<file path="config.mk">
export PLATFORM = sky130hd
export DESIGN_NAME = key_onehot_capture
export DESIGN_NICKNAME = d
export VERILOG_FILES = /design/src/rtl/key_onehot_capture.sv
export SDC_FILE = /design/constraint.sdc
export NUM_CORES = 1
export LEC_CHECK = 0
export CAP_MARGIN = 20
export CORE_UTILIZATION = 56
export DETAILED_ROUTE_END_ITERATION = 8
export PLACE_DENSITY_LB_ADDON = 0.2
export RECOVER_POWER = 25
export REMOVE_ABC_BUFFERS = 1
export SETUP_SLACK_MARGIN = 0.1
export SLEW_MARGIN = 20
export SYNTH_ARGS = -nofsm -noshare
export SYNTH_HDL_FRONTEND = slang
export SYNTH_SLANG_ARGS = --single-unit
</file>
<file path="constraint.sdc">
create_clock -name clk -period 2.25 [get_ports clk]
set_clock_uncertainty 0.05 [all_clocks]
set_input_delay 0.45 -clock clk [delete_from_list [all_inputs] [get_ports clk]]
set_output_delay 0.45 -clock clk [all_outputs]
set_load 0.01 [all_outputs]
</file>
<file path="src/rtl/key_onehot_capture.sv">
// Eight-key capture front end: two-flop synchroniser, per-key debounce, press
// detection and lowest-index priority into a registered one-hot vector.
module key_onehot_capture #(
  parameter int DEBOUNCE_CYCLES = 16,
  parameter int CNT_W           = 20
) (
  input  logic       clk,
  input  logic       reset,
  input  logic [7:0] keys_in,
  input  logic       clear,
  output logic [7:0] onehot,
  output logic       press_valid,
  output logic [7:0] keys_held
);

  localparam logic [CNT_W-1:0] CNT_MAX = CNT_W'(DEBOUNCE_CYCLES - 1);

  logic [7:0]       sync1;
  logic [7:0]       sync2;
  logic [7:0]       deb;
  logic [CNT_W-1:0] cnt [8];
  logic [7:0]       rise;
  logic [7:0]       winner;

  // rise marks a key whose debounced level flips 0->1 on this edge; the
  // two's-complement trick keeps only the lowest set bit.
  always_comb begin
    rise   = '0;
    winner = '0;
    for (int i = 0; i < 8; i++) begin
      rise[i] = sync2[i] & ~deb[i] & (cnt[i] == CNT_MAX);
    end
    winner = rise & (~rise + 8'd1);
  end

  always_ff @(posedge clk) begin
    if (reset) begin
      sync1 <= '0;
      sync2 <= '0;
      deb   <= '0;
      for (int i = 0; i < 8; i++) begin
        cnt[i] <= '0;
      end
    end else begin
      sync1 <= keys_in;
      sync2 <= sync1;
      for (int i = 0; i < 8; i++) begin
        if (sync2[i] == deb[i]) begin
          cnt[i] <= '0;
        end else if (cnt[i] == CNT_MAX) begin
          deb[i] <= sync2[i];
          cnt[i] <= '0;
        end else begin
          cnt[i] <= cnt[i] + CNT_W'(1);
        end
      end
    end
  end

  // press_valid is a one-cycle strobe with no ready: it qualifies onehot in
  // exactly the cycle a new capture first appears. A press beats clear.
  always_ff @(posedge clk) begin
    if (reset) begin
      onehot      <= '0;
      press_valid <= 1'b0;
    end else if (|rise) begin
      onehot      <= winner;
      press_valid <= 1'b1;
    end else if (clear) begin
      onehot      <= '0;
      press_valid <= 1'b0;
    end else begin
      press_valid <= 1'b0;
    end
  end

  assign keys_held = deb;

endmodule
</file>
==> impl_metrics.ini <==
[placed_design]
place_ws_ns = 0.0801
io_buffers = 27
dp_hpwl_mm = 13.6
placedInstanceArea_um2 = 11500
dpl.cell_count = 1390
place.gp.congestion = 0.793

[detailed_routing]
routedLengthMet1_mm = 9.20
route.top_layer_used = met4
vias = 7396
drt-pass1-iter-count = 4
routed-wl-met2_mm = 9.07
drc = 0
ant_nets = 0
route.met3.wl_um = 454
wl_per_cell_um = 13.3
routed_wirelength_mm = 19.0
avgViaCountPerCell = 5.18
drt-initial-drc-count = 384

[layout]
fin_cells = 1428
syn2layout_area_growth_pct = 19.4
fin_area_um2 = 12200
fin_nets = 1217
diodes = 0
drive_above_1_share_pct = 7.90

[floorplanning]
dieHeight_um = 137
core_um2 = 17500
ios = 28
rows = 48
start_util_pct = 58.0
die_w_um = 137
die-area_um2 = 18700

[setup_path]
crit_chain = or4_1 > nor2_1 > a311o_1 > buf_12 > nor2_1
cpPeakStageDelay_ns = 0.54
r2r_start = cnt[1][48]$_SDFFCE_PP0P_
worstSetupPathType = reg2reg
critPathRequiredTime_ns = 2.38
cp-startpoint = cnt[1][48]$_SDFFCE_PP0P_
worst_setup_path_end_kind = register
worst_path_max_delay_cell = or4_1
cp_max_fo = 20
crit_top_cell = nor2_1
cp.arrival_ns = 2.21
startpoint_type = register

[cts]
insertion_delay_ns = 0.43
htreeDepth = 4
cts.path.max_buffers = 2
cts_tree = done
cts_num_sinks = 193
cts_hold_buf = 0
cts_root_buffer = clkbuf_16
cts_buffers = 17
cts.clk_slew.worst_paths_ns = 0.07

[synth]
synth-compound-area-share_pct = 2.94
synthAdderAreaFrac_pct = 1.97
synthXorXnorAreaFrac_pct = 11.7
synth_top_area_cell = edfxtp_1
synth_area_per_cell_um2 = 10.4
ys_seq_area_share_pct = 53.7
synth.area.mux_share_pct = 0.787
synthCells = 981
synth_simple_gate_area_share_pct = 25.9
synthTopCellsByArea = edfxtp_1 (47%), nor2_1 (7.0%), xnor2_1 (6.9%)
synth_top_flop_cell = edfxtp_1
synth_cell_type_count = 55
yosysTopAreaCellShare_pct = 47.2
async_reset_ff_share_pct = 0
ys_ff_latch = 193
netlist_area_um2 = 10200
yosysWarnings = 0
synth_edf_count = 160
synth_top_family_by_area = simple AND/OR/NAND/NOR gates

[global_route]
grt_pass1_wl_mm = 32.3
antenna_found_initial = 0
grt_pass1_vias = 7105
grt.total_usage_pct = 21.8
grt_max_degree = 21
overflow = 0

[hold_path]
min_from = sync1[0]$_SDFF_PP0_
hold_path_class = reg2reg

[power]
ir_drop_mv = 0.550
p_per_area_nw_per_um2 = 624
power_leakage_nw = 4.33

[timing]
fin_crit_ns = 2.08
rsz0062_at_grt = yes
worstMarginPinSlew_ns = 0.702
fin_crit_sh_pct = 92.4
hold_violations = 0
drv_slew = 0
timing.fmax_mhz = 481
worst_slack_ns = 0.172
setup_viol = 0
slew_headroom_pct = 53.2

[outcome]
status = completed

[flow_run]
max_cap_viol_count = 0
-- cells in the final DEF, fill, tap and decap left out, types with 17 or more instances in the layout --
master	netlist	routed
inv_1	37	37
clkbuf_16	0	20
xor2_1	56	56
nor4_1	46	44
nor2_1	189	188
nand2_1	48	48
buf_4	0	31
nor3_1	32	31
conb_1	1	160
nand4_1	30	30
edfxtp_1	160	160
dfxtp_1	33	33
and3_1	26	26
xnor2_1	80	80
nand3_1	63	63
nor2b_1	17	17
-- synth_stat cells, drive strengths merged (2+ instances only) --
library cell,n
nand3,63
or4,8
o21bai,2
dfxtp,33
xor2,56
nor4b,3
a211o,2
edfxtp,160
nor3,34
nor4,49
and3,30
nor2b,17
and2,5
xnor2,80
o21ai,11
or3,11
a31oi,2
nand4b,3
o41ai,2
a21boi,2
and4,14
nor2,189
nand2,48
o32ai,2
clkbuf,25
nand3b,3
mux2i,8
nand4,31
or2,3
a21oi,9
ha,16
buf,11
inv,37
-- layer usage --
metal / vias to the layer above / global-route usage (%)
li1: 3771 / -
met1: 3507 / 28.9
met2: 96 / 36.2
met3: 22 / 3.63
met4: 0 / 7.57
met5: - / 0
-- path summary, 6_finish.rpt --
path | cells past startpoint | slack [ns] | endpoint
max | 5 | 0.17 | cnt[1][47]$_SDFFCE_PP0P_
min | 1 | 0.39 | sync2[0]$_SDFF_PP0_
max reg2reg | 5 | 0.17 | cnt[1][47]$_SDFFCE_PP0P_
min reg2reg | 1 | 0.39 | sync2[0]$_SDFF_PP0_
-- cell families after synthesis --
group                    count (synthesis)
AND/OR/NAND/NOR                        515
flip-flops                             193
XOR/XNOR                               136
buffers and inverters                   73
AO/OA/AOI/OAI                           39
adder cells (fa/ha/maj)                 16
multiplexers                             8
other                                    1
-- critical path: cells and delay by family (launching register included) --
family,cells,cell delay (ns)
flip-flops,1,0.44
AO/OA/AOI/OAI,1,0.28
buffers and inverters,1,0.17
AND/OR/NAND/NOR,3,0.90
-- through the flow --
stage	total power [mW]	hold slack, ns	utilization (%)	TNS, ns
floorplan	4.43	0.364	-	-11.14
global placement	4.57	0.367	65.4	0
detailed placement	4.58	0.375	65.4	0
CTS	7.63	0.323	68.9	0
global route	7.85	0.414	69.3	0
finish	7.59	0.387	69.3	0
-- layout make-up --
type / count / area (µm²)
Sequential cell: 193 / 5470
Fill cell: 1367 / 5380
Timing Repair Buffer: 67 / 612
Tap cell: 225 / 282
Clock inverter: 9 / 88.8
Clock buffer: 23 / 512
Inverter: 37 / 139
Multi-Input combinational cell: 874 / 5060
-- power by group --
group | switching (mW) | internal [mW]
Clock | 1.33 | 1.74
Combinational | 0.201 | 0.166
Sequential | 0.149 | 4.00
-- state kept, by name, summed over array words and instances (netlist names) --
register,count
onehot,8
press_valid,1
sync2,8
cnt,160
keys_held,8
sync1,8
-- repair_timing --
action | in CTS | in global routing
cloned | 0 | 0
setup buffers | 0 | 6
pin swaps | 0 | 3
gates resized for setup | 1 | 11
endpoints found under the setup margin | 18 | 30
endpoints found under the hold margin | 0 | 0
Power figures use the tool's default switching activity.
